`src/rtl/mem_byte_access_if.sv`:
```
// Request / RAM / completion bundle for the byte-serial load/store engine.
// "slave" is the engine side; "master" is the buffer + RAM side that drives
// requests and read data and observes the engine's outputs.
`ifndef INST_TYPE_WIDTH
`define INST_TYPE_WIDTH 4
`endif
`ifndef DATA_WIDTH
`define DATA_WIDTH 32
`endif

interface mem_byte_access_if #(
  parameter int ADDR_W = 32
);
  logic                        req_valid;
  logic                        req_ready;
  logic [`INST_TYPE_WIDTH-1:0] req_type;
  logic [ADDR_W-1:0]           req_addr;
  logic [`DATA_WIDTH-1:0]      req_wdata;
  logic [7:0]                  mem_din;
  logic [7:0]                  mem_dout;
  logic [ADDR_W-1:0]           mem_a;
  logic                        mem_wr;
  logic                        done_valid;
  logic [`INST_TYPE_WIDTH-1:0] done_type;
  logic [`DATA_WIDTH-1:0]      done_data;

  modport master (
    output req_valid, req_type, req_addr, req_wdata, mem_din,
    input  req_ready, mem_dout, mem_a, mem_wr, done_valid, done_type, done_data
  );

  modport slave (
    input  req_valid, req_type, req_addr, req_wdata, mem_din,
    output req_ready, mem_dout, mem_a, mem_wr, done_valid, done_type, done_data
  );
endinterface

```
`src/rtl/mem_byte_access.sv`:
```
// Byte-serial load/store engine: splits LB/LH/LW/LBU/LHU/SB/SH/SW requests
// into 1, 2 or 4 little-endian byte accesses on an 8-bit RAM port.
// Optional feature macro: IO_STALL_EN (hold I/O-region store bytes while the
// UART output buffer is full).
`ifndef INST_TYPE_WIDTH
`define INST_TYPE_WIDTH 4
`endif
`ifndef DATA_WIDTH
`define DATA_WIDTH 32
`endif

module mem_byte_access #(
  parameter int ADDR_W = 32
) (
  input  logic               clk_in,
  input  logic               rst_in,
  input  logic               rdy_in,
  input  logic               flush_in,
  input  logic               io_buffer_full,
  mem_byte_access_if.slave   bus
);
  localparam int TW = `INST_TYPE_WIDTH;
  localparam int DW = `DATA_WIDTH;

  localparam logic [TW-1:0] T_LB  = TW'(1);
  localparam logic [TW-1:0] T_LH  = TW'(2);
  localparam logic [TW-1:0] T_LW  = TW'(3);
  localparam logic [TW-1:0] T_LBU = TW'(4);
  localparam logic [TW-1:0] T_LHU = TW'(5);
  localparam logic [TW-1:0] T_SB  = TW'(6);
  localparam logic [TW-1:0] T_SH  = TW'(7);
  localparam logic [TW-1:0] T_SW  = TW'(8);

  localparam logic [1:0] S_IDLE  = 2'd0;
  localparam logic [1:0] S_LOAD  = 2'd1;
  localparam logic [1:0] S_STORE = 2'd2;
  localparam logic [1:0] S_DONE  = 2'd3;

  logic [1:0]        state_q, state_d;
  logic [2:0]        idx_q, idx_d;
  logic [1:0]        last_q, last_d;        // byte count minus one
  logic [ADDR_W-1:0] addr_q, addr_d;
  logic [DW-1:0]     wdata_q, wdata_d;
  logic [TW-1:0]     type_q, type_d;
  logic [DW-1:0]     data_q, data_d;
  logic [ADDR_W-1:0] mem_a_q, mem_a_d;
  logic [7:0]        mem_dout_q, mem_dout_d;
  logic              mem_wr_q, mem_wr_d;
  logic              done_valid_q, done_valid_d;
  logic [TW-1:0]     done_type_q, done_type_d;
  logic [DW-1:0]     done_data_q, done_data_d;
  // RAM read byte for the address of the last active cycle; survives a pause
  // even though the RAM keeps reading the held address meanwhile.
  logic [7:0]        din_hold_q, din_hold_d;
  logic              prev_rdy_q, prev_rdy_d;

  logic              req_is_load, req_is_store;
  logic [1:0]        req_last;
  logic [7:0]        byte_in;
  logic [DW-1:0]     wshift;
  logic              io_stall;

  // Decode the incoming request type into direction and byte count.
  always_comb begin
    req_is_load  = 1'b0;
    req_is_store = 1'b0;
    req_last     = 2'd0;
    case (bus.req_type)
      T_LB, T_LBU: begin req_is_load = 1'b1;  req_last = 2'd0; end
      T_LH, T_LHU: begin req_is_load = 1'b1;  req_last = 2'd1; end
      T_LW:        begin req_is_load = 1'b1;  req_last = 2'd3; end
      T_SB:        begin req_is_store = 1'b1; req_last = 2'd0; end
      T_SH:        begin req_is_store = 1'b1; req_last = 2'd1; end
      T_SW:        begin req_is_store = 1'b1; req_last = 2'd3; end
      default:     ;
    endcase
  end

`ifdef IO_STALL_EN
  assign io_stall = (state_q == S_STORE) && (addr_q[17:16] == 2'b11) && io_buffer_full;
`else
  logic unused_io_buffer_full;
  assign unused_io_buffer_full = io_buffer_full;
  assign io_stall = 1'b0;
`endif

  // Next-state, address sequencing, byte capture and completion.
  always_comb begin
    state_d      = state_q;
    idx_d        = idx_q;
    last_d       = last_q;
    addr_d       = addr_q;
    wdata_d      = wdata_q;
    type_d       = type_q;
    data_d       = data_q;
    mem_a_d      = mem_a_q;
    mem_dout_d   = mem_dout_q;
    mem_wr_d     = mem_wr_q;
    done_valid_d = done_valid_q;
    done_type_d  = done_type_q;
    done_data_d  = done_data_q;
    byte_in      = prev_rdy_q ? bus.mem_din : din_hold_q;
    din_hold_d   = byte_in;
    prev_rdy_d   = rdy_in;
    wshift       = wdata_q >> {idx_q[1:0] + 2'd1, 3'b000};

    if (rdy_in) begin
      case (state_q)
        S_IDLE: begin
          if (bus.req_valid && !flush_in) begin
            type_d  = bus.req_type;
            addr_d  = bus.req_addr;
            wdata_d = bus.req_wdata;
            data_d  = '0;
            idx_d   = 3'd0;
            last_d  = req_last;
            mem_a_d = bus.req_addr;
            if (req_is_load) begin
              state_d = S_LOAD;
            end else if (req_is_store) begin
              state_d    = S_STORE;
              mem_dout_d = bus.req_wdata[7:0];
              mem_wr_d   = 1'b1;
            end else begin
              state_d      = S_DONE;
              done_valid_d = 1'b1;
              done_type_d  = bus.req_type;
              done_data_d  = '0;
            end
          end
        end
        S_LOAD: begin
          if (flush_in) begin
            state_d = S_IDLE;
          end else begin
            // Index k presents address k and captures the byte read for k-1.
            if (idx_q != 3'd0)
              data_d = data_q | (DW'(byte_in) << {idx_q - 3'd1, 3'b000});
            if (idx_q == ({1'b0, last_q} + 3'd1)) begin
              state_d      = S_DONE;
              done_valid_d = 1'b1;
              done_type_d  = type_q;
              done_data_d  = data_d;
            end else begin
              idx_d = idx_q + 3'd1;
              if (idx_q < {1'b0, last_q})
                mem_a_d = addr_q + ADDR_W'(idx_q + 3'd1);
            end
          end
        end
        S_STORE: begin
          if (!io_stall) begin
            if (idx_q[1:0] == last_q) begin
              state_d      = S_DONE;
              mem_wr_d     = 1'b0;
              done_valid_d = 1'b1;
              done_type_d  = type_q;
              done_data_d  = '0;
            end else begin
              idx_d      = idx_q + 3'd1;
              mem_a_d    = addr_q + ADDR_W'(idx_q + 3'd1);
              mem_dout_d = wshift[7:0];
            end
          end
        end
        default: begin
          state_d      = S_IDLE;
          done_valid_d = 1'b0;
        end
      endcase
    end
  end

  // State registers with synchronous active-low reset.
  always_ff @(posedge clk_in) begin
    if (!rst_in) begin
      state_q      <= S_IDLE;
      idx_q        <= 3'd0;
      last_q       <= 2'd0;
      addr_q       <= '0;
      wdata_q      <= '0;
      type_q       <= '0;
      data_q       <= '0;
      mem_a_q      <= '0;
      mem_dout_q   <= 8'd0;
      mem_wr_q     <= 1'b0;
      done_valid_q <= 1'b0;
      done_type_q  <= '0;
      done_data_q  <= '0;
      din_hold_q   <= 8'd0;
      prev_rdy_q   <= 1'b1;
    end else begin
      state_q      <= state_d;
      idx_q        <= idx_d;
      last_q       <= last_d;
      addr_q       <= addr_d;
      wdata_q      <= wdata_d;
      type_q       <= type_d;
      data_q       <= data_d;
      mem_a_q      <= mem_a_d;
      mem_dout_q   <= mem_dout_d;
      mem_wr_q     <= mem_wr_d;
      done_valid_q <= done_valid_d;
      done_type_q  <= done_type_d;
      done_data_q  <= done_data_d;
      din_hold_q   <= din_hold_d;
      prev_rdy_q   <= prev_rdy_d;
    end
  end

  assign bus.req_ready  = (state_q == S_IDLE);
  assign bus.mem_a      = mem_a_q;
  assign bus.mem_dout   = mem_dout_q;
  assign bus.mem_wr     = mem_wr_q && rdy_in && !io_stall;
  assign bus.done_valid = done_valid_q;
  assign bus.done_type  = done_type_q;
  assign bus.done_data  = done_data_q;
endmodule

```
`src/flat_wrapper.sv`:
```
// flat-port wrapper written by rule: the top's interface ports become plain ports
module mem_byte_access_flat 
#(
  parameter int ADDR_W = 32
)
  (clk_in, rst_in, rdy_in, flush_in, io_buffer_full, bus_req_valid, bus_req_type, bus_req_addr, bus_req_wdata, bus_mem_din, bus_req_ready, bus_mem_dout, bus_mem_a, bus_mem_wr, bus_done_valid, bus_done_type, bus_done_data);
  mem_byte_access_if #(.ADDR_W(ADDR_W)) bus_i ();
  input  logic clk_in;
  input  logic rst_in;
  input  logic rdy_in;
  input  logic flush_in;
  input  logic io_buffer_full;
  input wire logic [$bits(bus_i.req_valid)-1:0] bus_req_valid;
  input wire logic [$bits(bus_i.req_type)-1:0] bus_req_type;
  input wire logic [$bits(bus_i.req_addr)-1:0] bus_req_addr;
  input wire logic [$bits(bus_i.req_wdata)-1:0] bus_req_wdata;
  input wire logic [$bits(bus_i.mem_din)-1:0] bus_mem_din;
  output wire logic [$bits(bus_i.req_ready)-1:0] bus_req_ready;
  output wire logic [$bits(bus_i.mem_dout)-1:0] bus_mem_dout;
  output wire logic [$bits(bus_i.mem_a)-1:0] bus_mem_a;
  output wire logic [$bits(bus_i.mem_wr)-1:0] bus_mem_wr;
  output wire logic [$bits(bus_i.done_valid)-1:0] bus_done_valid;
  output wire logic [$bits(bus_i.done_type)-1:0] bus_done_type;
  output wire logic [$bits(bus_i.done_data)-1:0] bus_done_data;
  assign bus_i.req_valid = bus_req_valid;
  assign bus_i.req_type = bus_req_type;
  assign bus_i.req_addr = bus_req_addr;
  assign bus_i.req_wdata = bus_req_wdata;
  assign bus_i.mem_din = bus_mem_din;
  assign bus_req_ready = bus_i.req_ready;
  assign bus_mem_dout = bus_i.mem_dout;
  assign bus_mem_a = bus_i.mem_a;
  assign bus_mem_wr = bus_i.mem_wr;
  assign bus_done_valid = bus_i.done_valid;
  assign bus_done_type = bus_i.done_type;
  assign bus_done_data = bus_i.done_data;
  mem_byte_access #(.ADDR_W(ADDR_W)) u_core (.clk_in(clk_in), .rst_in(rst_in), .rdy_in(rdy_in), .flush_in(flush_in), .io_buffer_full(io_buffer_full), .bus(bus_i));
endmodule
```
`config.mk`:
```
export PLATFORM = sky130hd
export DESIGN_NAME = mem_byte_access_flat
export DESIGN_NICKNAME = d
export VERILOG_FILES = /design/src/rtl/mem_byte_access_if.sv /design/src/rtl/mem_byte_access.sv /design/src/flat_wrapper.sv
export SDC_FILE = /design/constraint.sdc
export NUM_CORES = 1
export LEC_CHECK = 0
export ABC_AREA = 1
export BUFFER_PORTS_ARGS = -buffer_cell sky130_fd_sc_hd__buf_2
export CAP_MARGIN = 20
export CORE_MARGIN = 2
export CORE_UTILIZATION = 57
export DETAILED_ROUTE_END_ITERATION = 10
export PLACE_DENSITY = 0.83
export SLEW_MARGIN = 20
export SYNTH_ARGS = -nofsm -noshare
export SYNTH_HDL_FRONTEND = slang
export SYNTH_SLANG_ARGS = --single-unit
```
`constraint.sdc`:
```
create_clock -name clk_in -period 3.05 [get_ports clk_in]
set_input_delay 0.305 -clock clk_in [delete_from_list [all_inputs] [get_ports clk_in]]
set_output_delay 0.305 -clock clk_in [all_outputs]
set_load 0.005 [all_outputs]
```
==> results of run 1 <==
[per-layer routing]
layer  vias to the layer above  global-route usage [%]
li1                       4804                       -
met1                      4332                    36.7
met2                       326                    49.3
met3                        59                    3.83
met4                         0                    11.8
met5                         -                       0
[worst max-delay path: stages, from the launching register on]
cell,delay (ps)
dfxtp_1,360
buf_4,190
ha_1,170
xor2_1,190
ha_1,320
nand2_1,130
nand3_1,170
nand2_1,110
nand2_1,200
nand3_1,130
nand2_1,50
o21ai_0,230
a21oi_1,100
[path summary, 6_finish.rpt]
path / slack [ps] / to
hold / removal: 120 / u_core.wdata_q[11]
hold reg to reg: 460 / u_core.bus.mem_a[1]
setup / recovery: 570 / u_core.bus.mem_a[17]
setup reg to reg: 570 / u_core.bus.mem_a[17]
[sequential cells by signal, indices dropped and copies added (netlist names), 4 cells and up]
signal and flops:
u_core.addr_q 32, u_core.bus.mem_dout 8, u_core.bus.done_data 32, u_core.bus.mem_a 32, u_core.wdata_q 32, u_core.bus.done_type 4
u_core.data_q 32, u_core.type_q 4, u_core.din_hold_q 8
[per-stage QoR]
step	instances	cell area [sq um]	utilization (%)	total power, uW	hold WS (ps)
2_1_floorplan	1427	9430	-	3870	401
3_3_place_gp	1742	10300	62.9	4300	451
3_5_place_dp	1742	10300	62.9	4320	453
4_1_cts	1774	10800	66.4	6500	119
5_1_grt	1774	10800	66.4	6820	135
6_report	1774	10800	66.4	6500	123
[cells in the final DEF (no fill, tap or decap), types with 6 or more instances in the layout]
cell type | synthesis | routed
nand3b_1 | 9 | 9
o22ai_1 | 8 | 8
nand4_1 | 13 | 13
nor2_2 | 10 | 10
inv_2 | 10 | 11
dfxtp_1 | 194 | 194
inv_1 | 91 | 90
o21ai_0 | 128 | 128
ha_1 | 14 | 14
a21oi_1 | 136 | 136
nand2_1 | 313 | 313
nor2_1 | 313 | 313
buf_4 | 4 | 14
nand3_1 | 55 | 54
buf_2 | 19 | 158
clkbuf_16 | 0 | 17
mux2i_1 | 6 | 6
o21ai_1 | 15 | 15
[cell type report]
class,instances,area (sq um)
sequential,194,3880
timing repair buffer,174,936
clock buffer,17,425
tap,220,275
inverter,102,385
fill,1539,5500
multi-input combinational,1052,4790
clock inverter,15,149
[power groups by stage]
stage	registers, uW	clock network (uW)	logic, uW
final	2870	2220	1410
after CTS	2870	2220	1410
after floorplan	2910	0	959
after detailed placement	2930	0	1400
after global routing	2890	2340	1590
after global placement	2920	0	1380
[logic make-up after synthesis]
logic type	count (synthesis)
mux	6
xor+xnor	6
compound gates	302
simple gates	723
flops	194
buf+inv	181
fa+ha+maj	15
==> summary.txt, run 1 <==
Placed design
  • Pre-CTS setup slack: 574 ps
  • Port-buffer cells: between 150 and 200
  • GPL Wtd Cong: 0.927
  • Final HPWL DP: approximately 18000 um

Detailed routing
  • Met3 routed WL: between 1000 and 1500 um
  • Routed wire length: between 20000 and 30000 um
  • Drt first pass iters: 7
  • Max layer used: met4
  • Vias per Instance: 5.37
  • Met2 routed WL: 12400 um
  • Met1 Routed Length: between 10000 and 15000 um
  • 1st-iter DRT viols: a little under 800
  • Via count: ~9500
  • Antenna Nets Post-Route: 0
  • WL per Instance: around 14 um
  • DRC viols: 0

Clocking
  • Post-cts resize count: 0
  • Htree depth: 4
  • Cts hold-fix bufs: 0
  • Cts bufs inserted: 17
  • Clk slew on worst S/H paths: about 70 ps
  • CTS tree: yes
  • Skew-Pair Late Insertion Delay: roughly 440 ps
  • Sink Count: between 150 and 200
  • Total setup buffers inserted after CTS: 0
  • Clk buf depth: 2
  • Root Buffer: clkbuf_16

Min path
  • Hold path depth: 3
  • Min-delay worst type: in -> reg
  • Hold Path Origin: bus_req_wdata[11]

Floorplan
  • Rows: between 40 and 50
  • I/O pins: between 150 and 200
  • Placeable core area: between 15000 and 20000 sq um
  • Effective utilization at floorplan: ~58%
  • Total die area: ~18000 sq um
  • Die W: around 130 um
  • Die height: between 100 and 150 um

Timing
  • RSZ-0062 raised after global routing: no
  • Max Clk Rate: between 400 and 500 MHz
  • Max Slew Vio Count: 0
  • Worst-Margin Slew: 1020 ps
  • Period minus WS final: about 2500 ps
  • Post-route setup slack: ~570 ps
  • Final setup viols: 0
  • Headroom to the max-slew limit: about a third
  • Clock Skew: approximately 11 ps
  • Fin. Hold Viols: 0
  • Setup tns final: 0 ps
  • Final period util: around 81%

Synthesis
  • Primary FF master, synth: dfxtp_1
  • Post-synth top area cell: dfxtp_1
  • Register area share after synthesis: about two fifths
  • Syn Inst Count: around 1400
  • Post-synth EDFFs: 0
  • Synthesized net count: around 1500
  • Synth Area in Adders: 2.07%
  • Synth top cells by count: nand2_1 (313), nor2_1 (313), dfxtp_1 (194), a21oi_1 (136), o21ai_0 (128)
  • Yosys top cell area share: between 40 and 50%
  • Mux contribution to synthesized area: less than 1%
  • Post-Syn Area: ~9400 sq um
  • Avg Inst Size Synth: 6.61 sq um
  • Yosys reg bits: roughly 190
  • XOR/XNOR Fraction of Synth Area: 0.557%
  • Post-Synth Simple-Gate Area: between 30% and 40%
  • Ys async rst share: 0%
  • Synth area leaders: dfxtp_1 (41%), nand2_1 (12%), nor2_1 (12%), a21oi_1 (7.2%), o21ai_0 (6.8%)
  • Synth warn: 0
  • Netlist cell types: 38
  • Synth Area in Compound Gates: about 17%
  • Largest family of logic cells by synthesized area: simple AND/OR/NAND/NOR gates

Worst setup path
  • Reg2reg start: u_core.idx_q[0]
  • CP required: 3350 ps
  • Startpoint Class: flip-flop
  • Reg2reg path depth: 12
  • Setup crit start: u_core.idx_q[0]
  • Worst Path Max Fanout: 10
  • CP endpoint kind: flip-flop
  • Setup CP Type: reg -> reg
  • Crit path arrival time: about 2800 ps

Power and ir drop
  • Clock power frac: between 30% and 40%
  • Logic pwr share: 21.7%
  • Flop pwr share: approximately 44%
  • Int Pwr: ~4400 uW
  • Power density over cell area: ~600 nW/um^2
  • Worst VDD drop: approximately 0.43 mV
  • Switching Fraction: 32.5%
  • Sw power: approximately 2100 uW
  • Leak: 0.00471 uW

Run status
  • Status: complete, no violations

Cells and area
  • Synthesis-to-finish area growth: 15.0%
  • Layout cells sized above 1: 15.3%
  • Antenna Cells: 0
  • Post-layout nets: about 1600

Run
  • Maxcap violations: 0

Global route
  • Gr ovfl total: 0
  • Number of global-route vias before repair: 8761
  • Pin count of the biggest net entering global routing: 72
  • First-pass GRT wire length: 41800 um
  • Initial antenna violation count: 0
  • All-Layer GR Usage: between 20 and 30%
Note: power is estimated with default switching activity, not from simulation.
==> run 2, diff against run 1 <==
==> constraint.sdc (replaced) <==
create_clock -name clk_in -period 2.5 [get_ports clk_in]
set_input_delay 0.25 -clock clk_in [delete_from_list [all_inputs] [get_ports clk_in]]
set_output_delay 0.25 -clock clk_in [all_outputs]
set_load 0.005 [all_outputs]
==> summary.txt, run 2 (same netlist as run 1, synthesis figures left out) <==
Timing
  • Final setup viols: 0 (unchanged)
  • Fin. Hold Viols: 0 (unchanged)
  • RSZ-0062 raised after global routing: no
  • Headroom to the max-slew limit: 58.8% (+27 points)
  • Worst-Margin Slew: 617 ps (-401 ps)
  • Period minus WS final: 2330 ps (-150 ps)
  • Max Slew Vio Count: 0 (unchanged)
  • Clock Skew: 13.7 ps (+3.14 ps)
  • Final period util: 93.2% (+12 points)
  • Setup tns final: 0 ps (unchanged)
  • Max Clk Rate: 429 MHz (+6.4%)

Placed design
  • Final HPWL DP: 18500 um (+3.0%)
  • GPL Wtd Cong: 0.945 (+2.0%)
  • Placed Instances: 1750 (+0.46%)
  • Port-buffer cells: 159 (unchanged)

Global route
  • Gr ovfl total: 0 (unchanged)
  • GRT busiest layer: met2
  • Grt met2 use: 51.2% (+1.9 points)
  • Met3 usage: 4.90% (+1.1 points)
  • Number of global-route vias before repair: 8949 (+2.1%)
  • Initial antenna violation count: 0 (unchanged)
  • First-pass GRT wire length: 42900 um (+2.6%)
  • Pin count of the biggest net entering global routing: 55 (-24%)
  • All-Layer GR Usage: 29.8% (+0.99 points)
  • GR Util met1: 37.0% (+0.30 points)

Detailed routing
  • DRC viols: 0 (unchanged)
  • Vias per Instance: 5.45 (+1.6%)
  • Routed wire length: 26300 um (+2.8%)
  • 1st-iter DRT viols: 898 (+15%)
  • Via count: 9715 (+2.0%)
  • WL per Instance: 14.8 um (+2.3%)
  • Drt first pass iters: 6 (-1)
  • Antenna Nets Post-Route: 0 (unchanged)

Worst setup path
  • Family with the most delay on the worst path: adder cells
  • CP endpoint kind: flip-flop
  • Crit path arrival time: 2710 ps (-70 ps)
  • Slowest CP cell: fa_1
  • Startpoint Class: flip-flop
  • Crit path top cell by count: nor2_1
  • Worst Path Max Fanout: 6 (-4)
  • Setup CP Type: reg -> reg
  • Number of buffers and inverters on the critical path: 2 (+1)
  • Slowest stage delay, CP: 460 ps (+100 ps)
  • Crit path cell chain: inv_1, ha_1, fa_1, nand2_1, nand3_1, nand2_2, nor2_1, buf_4, o21ai_0, a21oi_1, nor2_1, nor2_1, nor2_1
  • CP required: 2880 ps (-470 ps)

Floorplan
  • Die W: 133 um (unchanged)
  • Effective utilization at floorplan: 57.7% (unchanged)
  • Placeable core area: 16300 sq um (unchanged)
  • I/O pins: 161 (unchanged)
  • Total die area: 17600 sq um (unchanged)
  • Die height: 133 um (unchanged)
  • Rows: 47 (unchanged)

Clocking
  • Cts hold-fix bufs: 0 (unchanged)
  • CTS tree: yes
  • Skew-Pair Late Insertion Delay: 440 ps (about the same)
  • Cts bufs inserted: 17 (unchanged)
  • Clk buf depth: 2 (unchanged)
  • Sink Count: 194 (unchanged)
  • Clk slew on worst S/H paths: 70 ps (about the same)
  • Htree depth: 4 (unchanged)
  • Root Buffer: clkbuf_16

Cells and area
  • Post-layout nets: 1646 (+0.49%)
  • Layout Cells excl Fill: 1782 (+0.45%)
  • Most common cell after layout, fill and taps aside: nor2_1
  • Most frequent cells in the layout: nor2_1 (313), nand2_1 (311), dfxtp_1 (193), buf_2 (158), a21oi_1 (136)
  • Layout cells sized above 1: 16.0% (+0.75 points)
  • Synthesis-to-finish area growth: 16.0%
  • Antenna Cells: 0 (unchanged)
  • # fillers: 1491 (-3.1%)

Power and ir drop
  • Worst VDD drop: 0.515 mV (+19%)
  • Leak: 0.00477 uW (+1.2%)
  • Power density over cell area: 730 nW/um^2 (+22%)

Min path
  • Min-delay worst type: in -> reg

Run
  • Maxcap violations: 0 (unchanged)

Run status
  • Status: complete, no violations
==> run 2: changes by cell type in the layout (fill, tap and decap cells not counted), moves of 2 or more <==
cell	previous run	this run
buf_4	14	21
nand2_1	313	311
clkinvlp_4	5	2
nand2_2	1	3
clkinv_8	0	2
inv_6	2	5
==> run 2: power breakdown <==
part / switching (uW) / internal (uW)
sequential: 168 / 3340
combinational: 1140 / 624
clock: 1370 / 1340
total: 2680 / 5310
==> run 2: stage by stage <==
stage	power (uW)	hold WS [ps]	worst slack [ps]	util [%]	area [sq um]
finish	7990	59.4	169	66.9	10900
global route	8350	57.6	3.32	66.9	10900
detailed placement	5310	452	70.0	63.3	10300
floorplan	4720	346	51.2	-	9430
CTS	7970	50.3	50.5	66.9	10900
global placement	5280	451	148	63.3	10300
==> run 2: final timing paths <==
kind	start	depth (start not counted)	slack (ps)	endpoint
setup reg to reg	u_core.idx_q[0]	13	170	u_core.bus.mem_a[8]
setup / recovery	u_core.idx_q[0]	13	170	u_core.bus.mem_a[8]
hold / removal	bus_req_wdata[29]	3	60	u_core.wdata_q[29]
hold reg to reg	u_core.bus.mem_a[23]	2	460	u_core.bus.mem_a[23]
==> run 2: area by class of cell <==
cell class,instances,area (sq um),area share [%]
flip-flops and latches,194,3880,35.5
clock buffers,17,425,3.89
well taps,220,275,2.52
repair buffers,182,1010,9.22
inverters,102,389,3.56
multi-input cells,1052,4800,43.9
clock inverters,15,156,1.43
==> run 2: repair_timing <==
item                       CTS  global route
resized for setup            0             6
setup endpoints to repair    0            30
setup buffers                0             0
==> run 2: routing by layer <==
layer  wire (um)  up-vias
met5           0        -
met4         880        0
met3        1580       72
met2       12800      375
met1       11000     4453
li1            -     4815
==> run 2: worst min-delay path, delay by kind of cell <==
kind	cells	cell delay, ps
AOI/OAI and AO/OA	1	70
buffers and inverters	1	70
and+or+nand+nor	1	70
==> run 3, diff against run 2 <==
==> constraint.sdc (replaced) <==
create_clock -name clk_in -period 2.35 [get_ports clk_in]
set_input_delay 0.235 -clock clk_in [delete_from_list [all_inputs] [get_ports clk_in]]
set_output_delay 0.235 -clock clk_in [all_outputs]
set_load 0.005 [all_outputs]
==> summary.txt, run 3 (same netlist as run 1, synthesis figures left out) <==
Run status
  • Status: complete, no violations

Worst setup path
  • Slowest stage delay, CP: 360 ps (-100 ps)
  • CP endpoint kind: flip-flop
  • Reg2reg path depth: 14 (+1)
  • CP required: 2660 ps (-220 ps)
  • Crit path top cell by count: nand2_1
  • Crit path arrival time: 2510 ps (-200 ps)
  • Startpoint Class: flip-flop
  • Reg2reg start: u_core.idx_q[0]
  • Crit path cell chain: ha_1, xor2_1, ha_1, buf_4, buf_4, nand2_1, nor2_1, nand3_1, nand2_1, nand2_1, nand2_1, nand3_1, nand2_1, a21oi_1
  • R2R Setup Slk: 150 ps (-20 ps)
  • Slowest CP cell: ha_1
  • Worst Path Max Fanout: 5 (-1)
  • R2r endpoint: u_core.bus.mem_a[26]
  • Setup CP Type: reg -> reg

Detailed routing
  • DRC viols: 0 (unchanged)
  • Via count: 9786 (+0.73%)
  • Antenna Nets Post-Route: 0 (unchanged)
  • 1st-iter DRT viols: 852 (-5.1%)
  • WL per Instance: 14.7 um (-0.51%)
  • Vias per Instance: 5.45 (about the same)
  • Routed wire length: 26400 um (+0.21%)
  • Drt first pass iters: 6 (unchanged)

Timing
  • Period minus WS final: 2200 ps (-134 ps)
  • Headroom to the max-slew limit: 58.0% (-0.79 points)
  • RSZ-0062 raised after global routing: yes
  • Final period util: 93.5% (+0.24 points)
  • Worst-Margin Slew: 629 ps (+11.9 ps)
  • Fin Hold WS: 53.5 ps (-5.88 ps)
  • Max Clk Rate: 455 MHz (+6.1%)
  • Max Slew Vio Count: 0 (unchanged)
  • Final setup viols: 0 (unchanged)
  • Setup tns final: 0 ps (unchanged)
  • Clock Skew: 15.2 ps (+1.47 ps)
  • Fin. Hold Viols: 0 (unchanged)
  • Post-route setup slack: 153 ps (-15.9 ps)

Cells and area
  • Most common cell after layout, fill and taps aside: nor2_1
  • # fillers: 1453 (-2.5%)
  • Synthesis-to-finish area growth: 17.9%
  • Antenna Cells: 0 (unchanged)
  • Layout cells sized above 1: 17.1% (+1.1 points)
  • Most frequent cells in the layout: nor2_1 (311), nand2_1 (309), dfxtp_1 (194), buf_2 (158), a21oi_1 (136)
  • Layout Cells excl Fill: 1795 (+0.73%)
  • Post-layout nets: 1659 (+0.79%)

Global route
  • Gr ovfl total: 0 (unchanged)
  • First-pass GRT wire length: 42700 um (-0.44%)
  • All-Layer GR Usage: 29.5% (-0.27 points)
  • Pin count of the biggest net entering global routing: 55 (unchanged)
  • Number of global-route vias before repair: 8912 (-0.41%)
  • Initial antenna violation count: 0 (unchanged)

Power and ir drop
  • Leak: 0.00487 uW (+2.1%)
  • Power density over cell area: 790 nW/um^2 (+8.1%)
  • Worst VDD drop: 0.552 mV (+7.3%)

Placed design
  • Pre-CTS setup slack: 103 ps (+33.0 ps)
  • Port-buffer cells: 159 (unchanged)
  • Final HPWL DP: 18600 um (+0.45%)
  • GPL Wtd Cong: 0.931 (-1.4%)
  • Placed Instances: 1762 (+0.69%)

Min path
  • Hold Path Origin: bus_req_wdata[25]
  • WHS Endpoint: u_core.wdata_q[25]
  • Hold path depth: 3 (unchanged)
  • Min-delay worst type: in -> reg

Clocking
  • Cts bufs inserted: 17 (unchanged)
  • Clk buf depth: 2 (unchanged)
  • Root Buffer: clkbuf_16
  • Clk slew on worst S/H paths: 70 ps (about the same)
  • Htree depth: 4 (unchanged)
  • Skew-Pair Late Insertion Delay: 440 ps (about the same)
  • Cts hold-fix bufs: 0 (unchanged)
  • Sink Count: 194 (unchanged)
  • CTS tree: yes

Floorplan
  • Die W: 133 um (unchanged)
  • Die height: 133 um (unchanged)
  • Rows: 47 (unchanged)
  • Effective utilization at floorplan: 57.7% (unchanged)
  • Placeable core area: 16300 sq um (unchanged)
  • Total die area: 17600 sq um (unchanged)
  • I/O pins: 161 (unchanged)

Run
  • Maxcap violations: 0 (unchanged)
## run 3: cell count changes in the layout (fill, tap and decap cells not counted), moves of 2 or more
cell       before  now
nand3_2         1    3
nand2_2         3    5
nor2_2         10   12
nand2_1       311  309
ha_1           14   12
bufinv_16       0    3
buf_4          21   34
nor2_1        313  311
nand3_1        54   52
## run 3: what timing repair did
action	in CTS	in global routing
endpoints found under the setup margin	0	51
hold endpoints to repair	0	0
buffers inserted	0	1
gates resized for setup	0	13
## run 3: how the worst max path moves through the flow
stage / start / end / slack, ps / depth (start not counted)
5_1_grt: u_core.idx_q[0] / u_core.bus.mem_a[25] / -10 / 15
2_1_floorplan: u_core.idx_q[0] / u_core.bus.mem_a[18] / 30 / 15
3_5_place_dp: u_core.idx_q[0] / u_core.bus.mem_a[8] / 100 / 13
3_3_place_gp: u_core.idx_q[1] / u_core.bus.mem_a[21] / 200 / 12
6_report: u_core.idx_q[0] / u_core.bus.mem_a[26] / 150 / 14
4_1_cts: u_core.idx_q[0] / u_core.bus.mem_a[8] / 80 / 13
## run 3: layout make-up
type                            count  area (sq um)  share of cell area (%)
Clock buffer                       18           439                    3.95
Clock inverter                     14           196                    1.77
Inverter                          102           388                    3.49
Multi-Input combinational cell   1052          4840                    43.5
Sequential cell                   194          3880                    34.9
Tap cell                          220           275                    2.48
Timing Repair Buffer              195          1100                    9.87
## run 3: critical path, delay by kind of cell, from the launching register on
kind,cells,cell delay (ps)
AND/OR/NAND/NOR,8,680
flip-flops,1,340
adder cells (fa/ha/maj),2,580
XOR/XNOR,1,160
AO/OA/AOI/OAI,1,80
buffers and inverters,2,230
## run 3: layer usage
metal / vias up / GRT usage, % / share of wire, %
met2: 416 / 51.6 / 49
met5: - / 0 / 0
li1: 4859 / - / -
met1: 4445 / 37.1 / 42
met4: 0 / 10.5 / 2.9
met3: 66 / 4.48 / 5.9
## run 3: where the power goes
part	total, uW	leakage (uW)	switching (uW)	internal, uW
Combinational	1920	0.00297	1220	702
Clock	3120	0.000310	1370	1750
Sequential	3730	0.00158	175	3560
## run 3: through the flow
stage	power, uW	cell area, sq um	utilization, %
global placement	5650	10400	63.8
finish	8780	11100	68.0
CTS	8780	11100	67.7
detailed placement	5680	10400	63.8
global route	9170	11100	68.0
floorplan	5030	9450	-
